$ cat src/rtl/imem_loader_if.sv
// Byte-stream handshake in, instruction-memory write port out.
interface imem_loader_if #(
    parameter int ADDR_W = 9
);
    logic              i_byte_valid;
    logic [7:0]        i_byte;
    logic              o_byte_ready;
    logic              o_imem_we;
    logic [ADDR_W-1:0] o_imem_addr;
    logic [31:0]       o_imem_wdata;

    modport master (
        output i_byte_valid, i_byte,
        input  o_byte_ready, o_imem_we, o_imem_addr, o_imem_wdata
    );

    modport slave (
        input  i_byte_valid, i_byte,
        output o_byte_ready, o_imem_we, o_imem_addr, o_imem_wdata
    );
endinterface

$ cat src/rtl/imem_loader.sv
// Boot loader: length-prefixed byte stream -> little-endian words written into
// the instruction ROM, holding the core in reset until the program is in place.
module imem_loader #(
    parameter int ROM_SIZE = 512,
    parameter int ADDR_W   = $clog2(ROM_SIZE)
) (
    input  logic          clk,
    input  logic          rst,
    imem_loader_if.slave  bus,
    output logic          o_core_rst,
    output logic          o_done,
    output logic          o_err
);
    typedef enum logic [2:0] {
        S_LEN0,
        S_LEN1,
        S_DATA,
        S_DONE,
        S_ERR
    } state_e;

    state_e            state_q, state_d;
    logic [7:0]        len_lo_q, len_lo_d;
    logic [ADDR_W:0]   last_q, last_d;
    logic [ADDR_W:0]   word_cnt_q, word_cnt_d;
    logic [1:0]        byte_cnt_q, byte_cnt_d;
    logic [23:0]       wbuf_q, wbuf_d;
    logic              we_q, we_d;
    logic [ADDR_W-1:0] addr_q, addr_d;
    logic [31:0]       wdata_q, wdata_d;
    logic              core_rst_q, core_rst_d;
    logic              done_q, done_d;
    logic              err_q, err_d;

    logic              rdy;
    logic              hs;
    logic [15:0]       n_full;

    assign rdy = ~rst & (state_q == S_LEN0 || state_q == S_LEN1 || state_q == S_DATA);
    assign hs  = bus.i_byte_valid & rdy;
    assign n_full = {bus.i_byte, len_lo_q};

    always_comb begin
        state_d    = state_q;
        len_lo_d   = len_lo_q;
        last_d     = last_q;
        word_cnt_d = word_cnt_q;
        byte_cnt_d = byte_cnt_q;
        wbuf_d     = wbuf_q;
        we_d       = 1'b0;
        addr_d     = addr_q;
        wdata_d    = wdata_q;
        case (state_q)
            S_LEN0: if (hs) begin
                len_lo_d = bus.i_byte;
                state_d  = S_LEN1;
            end
            S_LEN1: if (hs) begin
                if (n_full == 16'd0 || n_full > 16'(ROM_SIZE)) begin
                    state_d = S_ERR;
                end else begin
                    // N is range-checked above, so N-1 always fits the counter width.
                    last_d  = (ADDR_W+1)'(n_full - 16'd1);
                    state_d = S_DATA;
                end
            end
            S_DATA: if (hs) begin
                wbuf_d     = {bus.i_byte, wbuf_q[23:8]};
                byte_cnt_d = byte_cnt_q + 2'd1;
                if (byte_cnt_q == 2'd3) begin
                    we_d       = 1'b1;
                    addr_d     = word_cnt_q[ADDR_W-1:0];
                    wdata_d    = {bus.i_byte, wbuf_q};
                    word_cnt_d = word_cnt_q + 1'b1;
                    if (word_cnt_q == last_q) state_d = S_DONE;
                end
            end
            default: ;
        endcase
        // Release lags DONE by a cycle so the final write lands first.
        done_d     = (state_q == S_DONE);
        core_rst_d = (state_q != S_DONE);
        err_d      = (state_d == S_ERR);
    end

    always_ff @(posedge clk) begin
        if (rst) begin
            state_q    <= S_LEN0;
            len_lo_q   <= '0;
            last_q     <= '0;
            word_cnt_q <= '0;
            byte_cnt_q <= '0;
            wbuf_q     <= '0;
            we_q       <= 1'b0;
            addr_q     <= '0;
            wdata_q    <= '0;
            core_rst_q <= 1'b1;
            done_q     <= 1'b0;
            err_q      <= 1'b0;
        end else begin
            state_q    <= state_d;
            len_lo_q   <= len_lo_d;
            last_q     <= last_d;
            word_cnt_q <= word_cnt_d;
            byte_cnt_q <= byte_cnt_d;
            wbuf_q     <= wbuf_d;
            we_q       <= we_d;
            addr_q     <= addr_d;
            wdata_q    <= wdata_d;
            core_rst_q <= core_rst_d;
            done_q     <= done_d;
            err_q      <= err_d;
        end
    end

    assign bus.o_byte_ready = rdy;
    assign bus.o_imem_we    = we_q;
    assign bus.o_imem_addr  = addr_q;
    assign bus.o_imem_wdata = wdata_q;
    assign o_core_rst       = core_rst_q;
    assign o_done           = done_q;
    assign o_err            = err_q;
endmodule

$ cat src/flat_wrapper.sv
// flat-port wrapper written by rule: the top's interface ports become plain ports
module imem_loader_flat 
#(
    parameter int ROM_SIZE = 512,
    parameter int ADDR_W   = $clog2(ROM_SIZE)
)
  (clk, rst, o_core_rst, o_done, o_err, bus_i_byte_valid, bus_i_byte, bus_o_byte_ready, bus_o_imem_we, bus_o_imem_addr, bus_o_imem_wdata);
  imem_loader_if #(.ADDR_W(ADDR_W)) bus_i ();
  input  logic clk;
  input  logic rst;
  output logic o_core_rst;
  output logic o_done;
  output logic o_err;
  input wire logic [$bits(bus_i.i_byte_valid)-1:0] bus_i_byte_valid;
  input wire logic [$bits(bus_i.i_byte)-1:0] bus_i_byte;
  output wire logic [$bits(bus_i.o_byte_ready)-1:0] bus_o_byte_ready;
  output wire logic [$bits(bus_i.o_imem_we)-1:0] bus_o_imem_we;
  output wire logic [$bits(bus_i.o_imem_addr)-1:0] bus_o_imem_addr;
  output wire logic [$bits(bus_i.o_imem_wdata)-1:0] bus_o_imem_wdata;
  assign bus_i.i_byte_valid = bus_i_byte_valid;
  assign bus_i.i_byte = bus_i_byte;
  assign bus_o_byte_ready = bus_i.o_byte_ready;
  assign bus_o_imem_we = bus_i.o_imem_we;
  assign bus_o_imem_addr = bus_i.o_imem_addr;
  assign bus_o_imem_wdata = bus_i.o_imem_wdata;
  imem_loader #(.ROM_SIZE(ROM_SIZE), .ADDR_W(ADDR_W)) u_core (.clk(clk), .rst(rst), .bus(bus_i), .o_core_rst(o_core_rst), .o_done(o_done), .o_err(o_err));
endmodule
$ cat config.mk
export PLATFORM = sky130hd
export DESIGN_NAME = imem_loader_flat
export DESIGN_NICKNAME = d
export VERILOG_FILES = /design/src/rtl/imem_loader_if.sv /design/src/rtl/imem_loader.sv /design/src/flat_wrapper.sv
export SDC_FILE = /design/constraint.sdc
export NUM_CORES = 1
export LEC_CHECK = 0
export CAP_MARGIN = 20
export CORE_MARGIN = 2
export CORE_UTILIZATION = 25
export DETAILED_ROUTE_END_ITERATION = 16
export MAX_ROUTING_LAYER = met4
export SYNTH_ARGS = -nofsm -noshare
export SYNTH_HDL_FRONTEND = slang
export SYNTH_SLANG_ARGS = --single-unit
$ cat constraint.sdc
create_clock -name clk -period 2.1 [get_ports clk]
set_input_delay 0.315 -clock clk [delete_from_list [all_inputs] [get_ports clk]]
set_output_delay 0.315 -clock clk [all_outputs]
set_load 0.005 [all_outputs]
==> flow_metrics.env, run 1 <==
export IMPL_period_needed_ns=2.06
export IMPL_grt_pass1_wl_um=17400
export IMPL_grt_use_total=0.125
export IMPL_stdcell_count=776
export IMPL_synthCells=485
export IMPL_avgSynthCellArea_um2=8.45
export IMPL_yosys_most_used_dff="dfxtp_1"
export IMPL_dp_cells=756
export IMPL_clock_sinks=102
export IMPL_portBuffers=56
export IMPL_hold_viol_final=0
export IMPL_ir_worst_vdd_v=0.000437
export IMPL_core_mm2=0.0159
export IMPL_grt_overflow=0
export IMPL_setup_viol=0
export IMPL_grt_max_degree=82
export IMPL_insertedDiodeCount=0
export IMPL_path_depth=5
export IMPL_rr_worst_depth=6
export IMPL_syn_area_mm2=0.00410
export IMPL_place_area_mm2=0.00509
export IMPL_endpoint_kind="flop"
export IMPL_leakage_uw=0.00200
export IMPL_maxSlewViolCount=0
export IMPL_drtAntennaViolNets=0
export IMPL_worst_pin_slew_ns=0.808
export IMPL_skew_ns=0.00631
export IMPL_yosys_top_cells_count="137 x nand2_1, 102 x dfxtp_1, 55 x a21oi_1"
export IMPL_die_y_um=132
export IMPL_fin_util=0.349
export IMPL_hold_path_class="in -> reg"
export IMPL_synth_async_sr_flop_share=0
export IMPL_hold_ws_ns=0.352
export IMPL_dp_hpwl_um=7310
export IMPL_dieArea_mm2=0.0174
export IMPL_synth_top_cell_by_area="dfxtp_1"
export IMPL_num_vias=3555
export IMPL_max_freq_mhz=485
export IMPL_cp_cell_sequence="clkdlybuf4s50_1 -> or4_4 -> or4_4 -> a21boi_4 -> a311oi_2"
export IMPL_row_count=46
export IMPL_whs_path_depth=3
export IMPL_worst_setup_path_start_kind="input pin"
export IMPL_start_util=0.257
export IMPL_clk_latency_ns=0.35
export IMPL_finalSetupTns_ns=0
export IMPL_worstPathArrival_ns=2.26
export IMPL_synth_edff_count=0
export IMPL_grt_pass1_vias=3362
export IMPL_route_detailed_drc=0
export IMPL_drt_initial_drc_count=174
export IMPL_final_cell_area_mm2=0.00557
export IMPL_critPathBufInv=1
export IMPL_clkTransAtPathRegs_ns=0.07
export IMPL_antenna_found_initial=0
export IMPL_synth_distinct_cells=45
export IMPL_first_pass_iters=4
export IMPL_cts_root_buffer_cell="clkbuf_16"
export IMPL_synth_top_area_frac=0.498
export IMPL_cp_slowest_cell="or4_4"
export IMPL_netlist_top_cells_area="dfxtp_1 50%, nand2_1 13%, a21oi_1 6.7%"
export IMPL_synth_seq_cells=102
export IMPL_power_density_mw_per_mm2=721
export IMPL_crit_required_ns=2.30
export IMPL_cts_buffers=9
export IMPL_cts_hold_buf=0
export IMPL_cpMostUsedCell="or4_4"
export IMPL_slowest_delay_ns=0.63
export IMPL_cp_max_fo=5
export IMPL_syn_num_nets=499
export IMPL_die_w_um=132
export IMPL_outcome="complete, no violations"
export IMPL_drive_above_1_share=0.143
export IMPL_wl_per_cell_um=13.6
export IMPL_yosysWarnings=0
export IMPL_crit_family="simple AND/OR/NAND/NOR gates"
export IMPL_final_nets=569
export IMPL_gp_congestion=0.805
export IMPL_tritoncts="yes"
export IMPL_wl_um=10600
export IMPL_cap_violations=0
export IMPL_rsz0062_at_grt="yes"
export IMPL_htree_levels=3
export IMPL_synth_most_common_cell="nand2_1"
export IMPL_slew_headroom=0.461
export IMPL_critical_path_class="in -> reg"
export IMPL_seq_area_frac_synth=0.498
export IMPL_io_pins=57
export IMPL_avgViaCountPerCell=4.58
export IMPL_areaGrowthSynthToFinish_pct=35.8
export IMPL_clockBufferDepth=2
export IMPL_min_period_over_period=0.982
final cells by class:
cell class | count | area, um^2
inverters | 8 | 30.0
clock buffers | 10 | 229
fillers | 1629 | 10400
clock inverters | 6 | 91.3
repair buffers | 92 | 880
flip-flops and latches | 102 | 2040
well taps | 216 | 270
multi-input cells | 342 | 2020
per-stage QoR:
stage / worst slack [ns] / power (uW)
after floorplan: 0.0190 / 2140
after global placement: -0.340 / 2230
after detailed placement: -0.378 / 2230
after CTS: -0.00145 / 4030
after global routing: -0.0458 / 4150
final: 0.0380 / 4010
worst min-delay path, stage by stage:
cell,delay (ns)
buf_2,0.14
nor2_1,0.09
nand3_1,0.12
routing by layer:
metal  share of wire  vias to the layer above  global-route usage
met5               0                        -                   -
met4           0.020                        0              0.0513
met3           0.035                       13              0.0235
met2            0.47                       64               0.200
met1            0.47                     1678               0.156
li1                -                     1800                   -
sequential cells by signal (all words and copies together), names as in the netlist:
signal                   flops
u_core.o_done                1
u_core.last_q               10
u_core.o_err                 1
u_core.state_q               3
u_core.word_cnt_q           10
u_core.bus.o_imem_wdata     32
u_core.byte_cnt_q            2
u_core.o_core_rst            1
u_core.bus.o_imem_addr       9
u_core.len_lo_q              8
u_core.wbuf_q               24
u_core.bus.o_imem_we         1
final timing paths:
kind	to	startpoint	slack, ns
hold reg to reg	u_core.bus.o_imem_addr[2]	u_core.bus.o_imem_addr[2]	0.46
setup / recovery	u_core.last_q[8]	bus_i_byte[3]	0.04
setup reg to reg	u_core.last_q[8]	u_core.len_lo_q[0]	0.05
hold / removal	u_core.o_core_rst	rst	0.35
cells in the final DEF (no fill, tap or decap), types with 2 or more instances in the layout:
| cell type | count |
|---|---|
| nor2_1 | 16 |
| nand4_1 | 3 |
| nor3_1 | 4 |
| xor2_1 | 9 |
| or3_1 | 6 |
| nand2_1 | 137 |
| nand3b_1 | 23 |
| clkdlybuf4s50_1 | 55 |
| clkbuf_16 | 9 |
| a41oi_2 | 6 |
| buf_12 | 4 |
| a21oi_1 | 55 |
| bufinv_16 | 2 |
| a21boi_4 | 2 |
| a41oi_1 | 4 |
| inv_6 | 2 |
| nor2b_1 | 3 |
| or2_2 | 3 |
| nor4_1 | 3 |
| inv_2 | 3 |
| or4_4 | 2 |
| dfxtp_2 | 2 |
| and2_1 | 3 |
| mux2i_1 | 6 |
| nand2b_1 | 2 |
| o21ai_0 | 7 |
| ha_1 | 2 |
| inv_1 | 5 |
| a311oi_1 | 3 |
| dfxtp_1 | 100 |
| nand3_1 | 4 |
| or4_1 | 2 |
| a211oi_1 | 8 |
| buf_4 | 31 |
| xnor2_1 | 10 |
kinds of logic (layout without fill, tap and decap cells):
group           count (synthesis)  after routing  synth area share
buf+inv                        42            116            0.0397
fa+ha+maj                       3              3           0.00916
xor+xnor                       19             19            0.0406
compound gates                 94             95             0.144
flops                         102            102             0.498
mux                             6              6            0.0146
simple gates                  219            219             0.254
where the power goes:
part           internal [uW]  switching [uW]
registers               1940            12.7
clock network           1050             750
logic                    120             133
what timing repair did:
item                                    4_1_cts  5_1_grt
cloned                                        1        0
resized for setup                             4       17
endpoints found under the setup margin       13       12
pin swaps                                     2        5
hold endpoints to repair                      0        0
buffers inserted                              0        3
(Power assumes the default switching activity.)
==> run 2, diff against run 1 <==
- CORE_UTILIZATION: 25 -> 49
- PLACE_DENSITY: not set -> 0.76
==> run 2 against run 1 <==
Effect of this change: maximum frequency fell by 0.58%; highest routed layer unchanged; wire length fell by 12%; via count fell by 0.37%; final cell count fell by 14%; sequential power barely moved; sequential share of layout area rose by 2.1 points; worst hold slack got worse by 0.037 ns; critical path depth did not move.
==> flow_metrics.env, run 2 (same netlist as run 1, synthesis figures left out) <==
export IMPL_outcome="complete, no violations"
export IMPL_worstPathArrival_ns=2.31
export IMPL_r2r_start="u_core.len_lo_q[0]"
export IMPL_n_fill_cell=706
export IMPL_p_int_uw=2560
export IMPL_htree_levels=3
export IMPL_rsz0062_at_grt="yes"
export IMPL_drive_above_1_share=0.138
export IMPL_tritoncts="yes"
export IMPL_die_y_um=95.5
export IMPL_finalPower_uw=3400
export IMPL_layout_commonest_cell="nand2_1"
export IMPL_p_clk_frac=0.348
export IMPL_cts_buffers=9
export IMPL_whs_path_depth=3
export IMPL_core_mm2=0.00818
export IMPL_worst_pin_slew_ns=0.561
export IMPL_maxSlewViolCount=0
export IMPL_power_density_mw_per_mm2=646
export IMPL_rr_endpoint="u_core.o_err"
export IMPL_pwr_share_comb=0.078
export IMPL_cp_max_fo=5
export IMPL_slowest_delay_ns=0.62
export IMPL_cts_hold_buf=0
export IMPL_cp_slowest_cell="or4_4"
export IMPL_hp_start="rst"
export IMPL_num_vias=3542
export IMPL_endpoint_kind="flop"
export IMPL_wl_um=9350
export IMPL_final_nets=568
export IMPL_row_count=33
export IMPL_gp_congestion=0.839
export IMPL_largest_register_ffs=32
export IMPL_hold_path_class="in -> reg"
export IMPL_wl_per_cell_um=14.1
export IMPL_insertedDiodeCount=0
export IMPL_final_cell_mix="137 x nand2_1, 100 x dfxtp_1, 55 x a21oi_1, 55 x clkdlybuf4s50_1, 29 x buf_4"
export IMPL_dieArea_mm2=0.00912
export IMPL_ff2ff_setup_slack_ns=0.03
export IMPL_place_ws_ns=-0.337
export IMPL_stdcell_count=664
export IMPL_period_needed_ns=2.07
export IMPL_skew_ns=0.00957
export IMPL_areaGrowthSynthToFinish_pct=28.3
export IMPL_cap_violations=0
export IMPL_rr_worst_depth=8
export IMPL_crit_required_ns=2.34
export IMPL_critical_path_class="in -> reg"
export IMPL_whs_endpoint="u_core.o_core_rst"
export IMPL_clkTransAtPathRegs_ns=0.09
export IMPL_cp_cell_sequence="clkdlybuf4s50_1 -> or4_1 -> or4_4 -> a21boi_4 -> a211oi_2"
export IMPL_first_pass_iters=4
export IMPL_start_util=0.502
export IMPL_dp_hpwl_um=6270
export IMPL_worst_slack_ns=0.0259
export IMPL_max_freq_mhz=482
export IMPL_grt_overflow=0
export IMPL_finalSetupTns_ns=0
export IMPL_clock_sinks=102
export IMPL_dp_cells=643
export IMPL_clk_latency_ns=0.36
export IMPL_avgViaCountPerCell=5.33
export IMPL_antenna_found_initial=0
export IMPL_leakage_uw=0.00194
export IMPL_slew_headroom=0.626
export IMPL_grt_use_total=0.218
export IMPL_portBuffers=56
export IMPL_power_switching_share=0.248
export IMPL_io_pins=57
export IMPL_drt_initial_drc_count=130
export IMPL_switching_power_uw=843
export IMPL_clockBufferDepth=2
export IMPL_grt_pass1_vias=3345
export IMPL_hold_viol_final=0
export IMPL_route_detailed_drc=0
export IMPL_seqPwrFrac=0.575
export IMPL_ir_worst_vdd_v=0.000443
export IMPL_drtAntennaViolNets=0
export IMPL_cts_root_buffer_cell="clkbuf_8"
export IMPL_min_period_over_period=0.988
export IMPL_die_w_um=95.5
export IMPL_worst_setup_path_start_kind="input pin"
export IMPL_grt_max_degree=62
export IMPL_grt_pass1_wl_um=15200
export IMPL_setup_viol=0
run 2: final cells by class:
type	instances	area, um^2	share of cell area
Sequential cell	102	2040	0.389
Multi-Input combinational cell	342	1980	0.377
Timing Repair Buffer	91	885	0.168
Clock buffer	10	138	0.0262
Tap cell	105	131	0.0250
Clock inverter	6	51.3	0.00975
Inverter	8	30.0	0.00571
run 2: worst max-delay path, delay by kind of cell:
kind                   cells  cell delay [ns]
AOI/OAI and AO/OA          2             0.40
and+or+nand+nor            2             1.17
buffers and inverters      1             0.42
run 2: power groups by stage:
stage          registers [uW]  logic (uW)  clock network (uW)
3_5_place_dp             2000         235                   0
5_1_grt                  1960         282                1290
4_1_cts                  1950         247                1210
6_report                 1950         264                1180
3_3_place_gp             2000         231                   0
2_1_floorplan            2000         140                   0
run 2: stage by stage:
stage | cell area, um^2 | utilization | hold WS [ns]
global route | 5260 | 0.644 | 0.337
finish | 5260 | 0.644 | 0.315
global placement | 4950 | 0.606 | 0.441
floorplan | 4110 | - | 0.414
CTS | 5160 | 0.632 | 0.304
detailed placement | 4950 | 0.606 | 0.448
run 2: per-layer routing:
| metal | vias up | GRT usage | wire length, um |
|---|---|---|---|
| li1 | 1795 | - | - |
| met1 | 1677 | 0.262 | 4210 |
| met2 | 57 | 0.369 | 4720 |
| met3 | 13 | 0.0411 | 297 |
| met4 | 0 | 0.0726 | 122 |
| met5 | - | - | 0 |
run 2: worst max path at each step:
stage | from | end | slack [ns] | depth (start not counted)
3_3_place_gp | bus_i_byte[3] | u_core.last_q[2] | -0.30 | 5
2_1_floorplan | u_core.len_lo_q[0] | u_core.last_q[8] | 0.02 | 8
5_1_grt | u_core.len_lo_q[1] | u_core.o_err | -0.03 | 8
4_1_cts | u_core.len_lo_q[0] | u_core.o_err | 0.005 | 6
3_5_place_dp | bus_i_byte[3] | u_core.last_q[2] | -0.34 | 5
6_report | bus_i_byte[3] | u_core.last_q[0] | 0.03 | 5
run 2: timing repair:
action,in CTS,in global routing
endpoints found under the setup margin,11,12
resized for setup,2,15
buffers inserted,2,2
gates cloned,0,1
pin swaps,5,7
